--- src/rtl/multicycle_ctrl_param.sv ---
`default_nettype none
// +----------------------------------------------------------------------------+
// | multicycle_ctrl_param                                                      |
// | Multicycle MIPS-subset control unit with parametrised memory wait states   |
// | and a precise exception path (EPC capture, cause register, vector jump).   |
// | Revision: 1.0                                                              |
// +----------------------------------------------------------------------------+
module multicycle_ctrl_param #(
    parameter int MEM_WAIT = 2,
    parameter int CNT_W    = 5
) (
    input  logic       clk,
    input  logic       reset,
    input  logic [5:0] OpCode,
    input  logic [5:0] Funct,
    input  logic       O,
    input  logic       Zero,
    output logic [2:0] IorD,
    output logic       MemWR,
    output logic       IRWrite,
    output logic       MDRWrite,
    output logic [1:0] RegDst,
    output logic       RegWR,
    output logic       WriteA,
    output logic       WriteB,
    output logic [1:0] AluSrcA,
    output logic [2:0] AluSrcB,
    output logic [2:0] AluOperation,
    output logic       AluOutWrite,
    output logic [2:0] MemToReg,
    output logic [2:0] PCSource,
    output logic       PCWrite,
    output logic       EPCWrite,
    output logic [1:0] exc_cause,
    output logic [5:0] state_o
);

    typedef enum logic [5:0] {
        S_RST       = 6'd0,
        S_FETCH     = 6'd1,
        S_DECODE    = 6'd2,
        S_R_EXEC    = 6'd3,
        S_R_WB      = 6'd4,
        S_ADDI_EXEC = 6'd5,
        S_ADDI_WB   = 6'd6,
        S_MEM_ADDR  = 6'd7,
        S_LW_MEM    = 6'd8,
        S_LW_WB     = 6'd9,
        S_SW_MEM    = 6'd10,
        S_BRANCH    = 6'd11,
        S_JUMP      = 6'd12,
        S_JR        = 6'd13,
        S_EXC       = 6'd14
    } state_t;

    localparam logic [CNT_W-1:0] C_LAST = CNT_W'(MEM_WAIT);
    localparam logic [CNT_W-1:0] C_ONE  = CNT_W'(1);
    localparam logic [2:0]       C_ADD  = 3'b001;
    localparam logic [2:0]       C_SUB  = 3'b010;
    localparam logic [2:0]       C_AND  = 3'b011;

    state_t           state_q, state_d;
    logic [CNT_W-1:0] cnt_q, cnt_d;
    logic [1:0]       cause_q, cause_d;

    logic       r_funct_ok;
    logic [2:0] funct_op;
    logic       r_ovf;

    // IR is stable from DECODE onwards, so Funct can steer both exec and writeback.
    always_comb begin
        r_funct_ok = (Funct == 6'h20) || (Funct == 6'h22) || (Funct == 6'h24);
        case (Funct)
            6'h22:   funct_op = C_SUB;
            6'h24:   funct_op = C_AND;
            default: funct_op = C_ADD;
        endcase
        r_ovf = O && (Funct != 6'h24);
    end

    always_comb begin
        IorD         = 3'b000;
        MemWR        = 1'b0;
        IRWrite      = 1'b0;
        MDRWrite     = 1'b0;
        RegDst       = 2'b00;
        RegWR        = 1'b0;
        WriteA       = 1'b0;
        WriteB       = 1'b0;
        AluSrcA      = 2'b00;
        AluSrcB      = 3'b000;
        AluOperation = 3'b000;
        AluOutWrite  = 1'b0;
        MemToReg     = 3'b000;
        PCSource     = 3'b000;
        PCWrite      = 1'b0;
        EPCWrite     = 1'b0;
        state_d      = state_q;
        cause_d      = cause_q;

        case (state_q)
            S_RST: state_d = S_FETCH;
            S_FETCH: begin
                AluSrcB      = 3'b001;
                AluOperation = C_ADD;
                if (cnt_q == C_LAST) begin
                    IRWrite = 1'b1;
                    PCWrite = 1'b1;
                    state_d = S_DECODE;
                end
            end
            S_DECODE: begin
                WriteA       = 1'b1;
                WriteB       = 1'b1;
                AluSrcB      = 3'b011;
                AluOperation = C_ADD;
                AluOutWrite  = 1'b1;
                case (OpCode)
                    6'h00: begin
                        if (r_funct_ok) begin
                            state_d = S_R_EXEC;
                        end else if (Funct == 6'h08) begin
                            state_d = S_JR;
                        end else begin
                            state_d = S_EXC;
                            cause_d = 2'b01;
                        end
                    end
                    6'h08:        state_d = S_ADDI_EXEC;
                    6'h23, 6'h2B: state_d = S_MEM_ADDR;
                    6'h04, 6'h05: state_d = S_BRANCH;
                    6'h02:        state_d = S_JUMP;
                    default: begin
                        state_d = S_EXC;
                        cause_d = 2'b01;
                    end
                endcase
            end
            S_R_EXEC, S_R_WB: begin
                AluSrcA      = 2'b01;
                AluOperation = funct_op;
                if (state_q == S_R_EXEC) begin
                    AluOutWrite = 1'b1;
                    state_d     = S_R_WB;
                end else if (r_ovf) begin
                    state_d = S_EXC;
                    cause_d = 2'b10;
                end else begin
                    RegDst  = 2'b01;
                    RegWR   = 1'b1;
                    state_d = S_FETCH;
                end
            end
            S_ADDI_EXEC, S_ADDI_WB, S_MEM_ADDR: begin
                AluSrcA      = 2'b01;
                AluSrcB      = 3'b010;
                AluOperation = C_ADD;
                if (state_q == S_ADDI_EXEC) begin
                    AluOutWrite = 1'b1;
                    state_d     = S_ADDI_WB;
                end else if (state_q == S_MEM_ADDR) begin
                    AluOutWrite = 1'b1;
                    state_d     = (OpCode == 6'h23) ? S_LW_MEM : S_SW_MEM;
                end else if (O) begin
                    state_d = S_EXC;
                    cause_d = 2'b10;
                end else begin
                    RegWR   = 1'b1;
                    state_d = S_FETCH;
                end
            end
            S_LW_MEM: begin
                IorD = 3'b001;
                if (cnt_q == C_LAST) begin
                    MDRWrite = 1'b1;
                    state_d  = S_LW_WB;
                end
            end
            S_LW_WB: begin
                MemToReg = 3'b001;
                RegWR    = 1'b1;
                state_d  = S_FETCH;
            end
            S_SW_MEM: begin
                IorD    = 3'b001;
                MemWR   = 1'b1;
                state_d = S_FETCH;
            end
            S_BRANCH: begin
                AluSrcA      = 2'b01;
                AluOperation = C_SUB;
                PCSource     = 3'b001;
                PCWrite      = (OpCode == 6'h04) ? Zero : ~Zero;
                state_d      = S_FETCH;
            end
            S_JUMP: begin
                PCSource = 3'b010;
                PCWrite  = 1'b1;
                state_d  = S_FETCH;
            end
            S_JR: begin
                PCSource = 3'b011;
                PCWrite  = 1'b1;
                state_d  = S_FETCH;
            end
            S_EXC: begin
                // First cycle saves PC-4 (PC already advanced past the faulting word).
                if (cnt_q == '0) begin
                    AluSrcB      = 3'b001;
                    AluOperation = C_SUB;
                    EPCWrite     = 1'b1;
                end else begin
                    PCSource = 3'b100;
                    PCWrite  = 1'b1;
                    state_d  = S_FETCH;
                end
            end
            default: state_d = S_FETCH;
        endcase

        cnt_d = (state_d != state_q) ? '0 : cnt_q + C_ONE;
    end

    always_ff @(posedge clk or negedge reset) begin
        if (!reset) begin
            state_q <= S_RST;
            cnt_q   <= '0;
            cause_q <= 2'b00;
        end else begin
            state_q <= state_d;
            cnt_q   <= cnt_d;
            cause_q <= cause_d;
        end
    end

    assign exc_cause = cause_q;
    assign state_o   = state_q;

endmodule
`default_nettype wire

--- config.mk ---
export PLATFORM = sky130hd
export DESIGN_NAME = multicycle_ctrl_param
export DESIGN_NICKNAME = d
export VERILOG_FILES = /design/src/rtl/multicycle_ctrl_param.sv
export SDC_FILE = /design/constraint.sdc
export NUM_CORES = 1
export LEC_CHECK = 0
export CAP_MARGIN = 30
export CORE_MARGIN = 5
export CORE_UTILIZATION = 40
export CTS_CLUSTER_DIAMETER = 120
export CTS_CLUSTER_SIZE = 25
export DETAILED_ROUTE_END_ITERATION = 8
export PLACE_DENSITY = 0.78
export SLEW_MARGIN = 40
export SYNTH_ARGS = -nofsm -noshare
export SYNTH_HDL_FRONTEND = slang
export SYNTH_SLANG_ARGS = --single-unit
--- constraint.sdc ---
create_clock -name clk -period 2.3 [get_ports clk]
set_clock_uncertainty 0.1 [all_clocks]
set_input_delay 0.46 -clock clk [delete_from_list [all_inputs] [get_ports clk]]
set_output_delay 0.46 -clock clk [all_outputs]
set_load 0.02 [all_outputs]
## After elaboration in Yosys (flattened, before gate mapping)

Cells that the tools add are included.

| operators by class | value |
|---|---|
| add/sub/neg operators | 1 |
| eq/ne operators | 35 |
| muxes and demuxes | 56 |
| bitwise logic cells | 1 |
| reductions and logical operators | 16 |

Operator list:

| operator | number |
|---|---|
| 6-bit by 4-bit == test with 1-bit output (second input constant) | 9 |
| 6-bit by 3-bit == test with 1-bit output (second input constant) | 6 |
| 6-bit one-hot mux with 6 select lines | 1 |
| 6-bit == test (second input constant) | 5 |
| 6-bit one-hot mux with 5 select lines | 1 |
| 1-bit 2-to-1 mux | 24 |
| 4-bit 2-to-1 mux | 6 |
| 3-bit one-hot mux with 4 select lines | 2 |
| 2-bit 2-to-1 mux | 10 |
| 6-bit by 2-bit == test with 1-bit output (second input constant) | 3 |
| 6-bit 2-to-1 mux | 3 |
| 2-bit inequality test (second input constant) | 6 |
| 6-bit OR reduction | 2 |
| 2-bit OR reduction | 5 |
| 9-bit AND reduction | 1 |
| 2-bit one-hot mux with 2 select lines | 2 |
| 2-bit one-hot mux with 4 select lines | 1 |
| 6-bit by 1-bit == test with 1-bit output (second input constant) | 1 |
| 6-bit zero test | 1 |
| 3-bit inequality test (second input constant) | 2 |
| 6-bit inequality test | 1 |
| 6-bit inequality test (second input constant) | 1 |
| 1-bit one-hot mux with 3 select lines | 2 |
| 2-bit one-hot mux with 3 select lines | 1 |
| 12 further kinds | 13 |

| word-level totals | value |
|---|---|
| register bits | 13 |
| bits of input ports | 16 |
| output and inout bits | 36 |
| word-level logic and storage cells | 112 |

## Longest topological paths before layout

| logic depth | value |
|---|---|
| depth after elaboration | 8 |
| depth in mapped cells | 9 |
| depth with buffers taken out | 8 |

## Worst setup path after synthesis

OpenSTA, ideal clock, no wires.

| timing path | value |
|---|---|
| path type | reg2out |
| start point | reg cnt_q[0] |
| end point | out PCWrite |
| data arrival time | 2.179 ns |
| data required time | 1.740 ns |
| slack | -0.439 ns |
| cell stages (with the launch flop) | 7 |
| buffers on the path | 0 |
| cell sequence | dfrtp_1 inv_1 ha_1 or4b_1 nor4_1 nor3_1 o41ai_1 |

| between the ends | value |
|---|---|
| longest elaborated chain between the ends | 3 |
| elaborated cells between the ends (all ways) | 5 |
| those cells by class | eq/ne: 1; mux: 3; reduce/logical: 1 |

Ends and longest elaborated chain:

| what | RTL line | text |
|---|---|---|
| start: declaration | 63 | `logic [CNT_W-1:0] cnt_q, cnt_d;` |
| start signal: assignment | 231 | `cnt_q <= cnt_d;` |
| 5-bit by 2-bit == test with 1-bit output or 5-bit zero test (tied branches) | 106, 208 |  |
| 1-bit 2-to-1 mux, on equally long branches | 106, 208 |  |
| 1-bit one-hot mux with 4 select lines * | 101 | `case (state_q)` |
| end: declaration | 32 | `output logic PCWrite,` |

Every way passes the cells marked *; elsewhere a longest branch is shown, timed or not.

## Final worst setup path

| timing path | value |
|---|---|
| start point | in Funct[4] |
| end point | out RegWR |

| between the ends | value |
|---|---|
| longest elaborated chain between the ends | 5 |

Ends and longest elaborated chain:

| what | RTL line | text |
|---|---|---|
| start: declaration | 15 | `input logic [5:0] Funct,` |
| 6-bit inequality test | 78 | `r_ovf = O && (Funct != 6'h24);` |
| 1-bit logical AND | 78 |  |
| 1-bit 2-to-1 mux | 145 | `end else if (r_ovf) begin` |
| 1-bit 2-to-1 mux | 142 | `if (state_q == S_R_EXEC) begin` |
| 1-bit one-hot mux with 3 select lines | 101 |  |
| end: declaration | 23 | `output logic RegWR,` |

No other way between the ends.

==> flow_metrics.py <==
metrics = {
    "synthesis": {
        "syn_inst": 180,
        "synth-async-reset-ratio_pct": 100,
        "synth_top_area_share_pct": 23.0,
        "synth_area_leaders": "dfrtp_1 (23%), buf_4 (4.8%), nor2_1 (4.3%)",
        "synth-seq-cells": 13,
        "synth_warnings": 0,
        "synth_cell_type_count": 54,
        "syn-cell-area_um2": 1410,
        "synth_edf_count": 0,
        "syn_area_per_cell_um2": 7.85,
        "ys_seq_area_share_pct": 23.0,
        "synth_most_common_cell": "nor2_1",
        "synth_flop_cell": "dfrtp_1",
        "yosysTopAreaCell": "dfrtp_1",
        "synthTopCellsByCount": "nor2_1 (16), dfrtp_1 (13), nor3_1 (11), a21oi_1 (10)",
    },
    "grt": {
        "grt_overflow": 0,
        "gr-max-usage-layer": "met2",
        "grt_pass1_wl_mm": 8.15,
        "grt_util_met1_pct": 25.7,
        "met2_usage_pct": 34.6,
        "antenna_found_initial": 0,
        "grt_pass1_vias": 1749,
        "grt_max_degree": 15,
        "met3_usage_pct": 2.32,
        "track_usage_pct": 20.3,
    },
    "cells_and_area": {
        "regArea_um2": 332,
        "final_nets": 314,
        "multi_input_area_um2": 1290,
        "areaGrowthSynthToFinish_pct": 95.7,
        "stdcell_count": 340,
        "nFillCells": 187,
        "stdcell_area_um2": 2770,
        "final_core_util_pct": 81.6,
        "drive_gt1_share_pct": 58.2,
        "antennaDiodeCount": 0,
    },
    "clock_network": {
        "cts_tree": "built",
        "postCtsHoldBufs": 0,
        "cts.reportedPaths.clkPinSlew_ps": 80,
        "cts-root-buf": "clkbuf_4",
        "htreeDepth": 1,
        "cts_sinks": 13,
        "clock_path_buffers": 2,
        "clk_latency_ps": 280,
        "cts_buffers": 3,
    },
    "routing": {
        "drc": 0,
        "wl_per_cell_um": 18.1,
        "wl_mm": 6.15,
        "vias": 1922,
        "drtPass1Iterations": 4,
        "ant_nets": 0,
        "viasPerCell": 5.65,
        "drt_iter0_markers": 212,
    },
    "hold_path": {
        "hp-class": "in2async",
    },
    "placement": {
        "place_area_um2": 2400,
        "place_hpwl_mm": 3.80,
        "place_ws_ps": -1060,
        "place_inst": 327,
        "place_congestion": 0.921,
        "numPortBuffers": 43,
    },
    "power_and_ir_drop": {
        "powerDensity_nw_per_um2": 220,
        "power.leakage_nw": 1.23,
        "vdd_ir_drop_max_uv": 291,
        "total_power_uw": 609,
    },
    "setup_path": {
        "startpoint_type": "primary input",
        "cp-end-kind": "output port",
        "cp_max_fo": 4,
        "worstPathRequired_ps": 1740,
        "cp_data_arrival_time_ps": 2000,
        "path_class": "in2out",
    },
    "timing": {
        "min_period_over_period_pct": 111,
        "final-setup-viol-count": 20,
        "rsz0062_at_grt": "yes",
        "max_slew_margin_pct": 55.5,
        "max_freq_ghz": 0.390,
        "hold_viol_final": 0,
        "worst_slack_ps": -262,
        "worstMarginPinSlew_ps": 658,
        "finalCriticalPeriod_ps": 2560,
        "maxSlewViolCount": 0,
    },
    "run_status": {
        "outcome": "complete, but fails checks",
        "failed_checks": "negative setup slack",
    },
    "floorplan": {
        "start_util_pct": 41.7,
        "die_h_um": 69.4,
        "die_x_um": 69.4,
        "io_pins": 52,
        "die_area_um2": 4820,
        "core_area_um2": 3390,
        "fp-row-count": 21,
    },
    "job": {
        "maxCapViolCount": 0,
    },
}
[per-layer routing]
metal / share of wire (%) / wire length (um)
met5: 0 / 0
met4: 3.7 / 226
met3: 6.1 / 374
met2: 51 / 3120
met1: 39 / 2420
[layout make-up]
class                           count  area share [%]
Multi-Input combinational cell    149            46.8
Timing Repair Buffer              120            36.8
Sequential cell                    13            12.0
Tap cell                           46            2.08
Inverter                            8            1.36
Clock buffer                        4           0.950
[cells by family after synthesis]
group	count (synthesis)	share of synthesized area, %
xor gates and xnor gates	6	3.72
and+or+nand+nor	86	35.3
muxes	2	1.51
DFF	13	23.0
AOI/OAI and AO/OA	42	23.7
adders and majority gates	3	2.66
other	1	0.265
buffers and inverters	27	9.83
[worst max-delay path, stage by stage]
cell and delay [ps]:
buf_6 90, or4b_4 570, o31a_1 260, or3_4 420, nand2b_4 90, buf_6 110
[per-stage QoR]
step           setup TNS [ps]  hold WS [ps]
2_1_floorplan            -541          64.4
3_5_place_dp           -14290           414
4_1_cts                 -2100           430
6_report                -2440           431
5_1_grt                 -3930           472
3_3_place_gp           -13940           393
[placed cells by master (no fill, tap or decap), types with 4 or more instances in the layout]
cell	instances
nor2b_1	4
o211ai_1	4
nand2b_1	5
a21oi_2	4
o21ai_0	4
nor3_2	5
dfrtp_2	5
buf_4	68
dfrtp_1	8
nand2_1	5
clkbuf_2	4
nand3_1	8
nor3_1	7
clkdlybuf4s50_1	11
nor2_1	11
a21oi_1	6
inv_1	5
conb_1	10
buf_2	6
buf_6	25
or4b_4	4
[report_power, final]
group,total (mW),internal (mW),switching [mW]
sequential,0.238,0.233,0.00486
combinational,0.229,0.109,0.121
clock,0.141,0.0674,0.0735
[sequential cells by signal, indices dropped and copies added (netlist names)]
register and flops:
cnt_q 5, exc_cause 2, state_o 6
[path summary, 6_finish.rpt]
check                              from      endpoint  slack (ps)  cells after the start
setup / recovery               Funct[4]         RegWR        -260                      6
hold / removal                    reset      cnt_q[0]         430                      1
setup reg to reg             state_o[1]      cnt_q[3]        -220                     10
hold reg to reg            exc_cause[1]  exc_cause[1]         430                      1
max in group asynchronous         reset    state_o[5]        1250                      1
min in group clk           exc_cause[1]  exc_cause[1]         430                      1
[repair_timing]
item,CTS,global route
gates resized for setup,159,50
buffers inserted,4,9
endpoints found under the setup margin,31,30
endpoints found under the hold margin,0,0
pin swaps,17,18
Note: power is estimated with default switching activity, not from simulation.
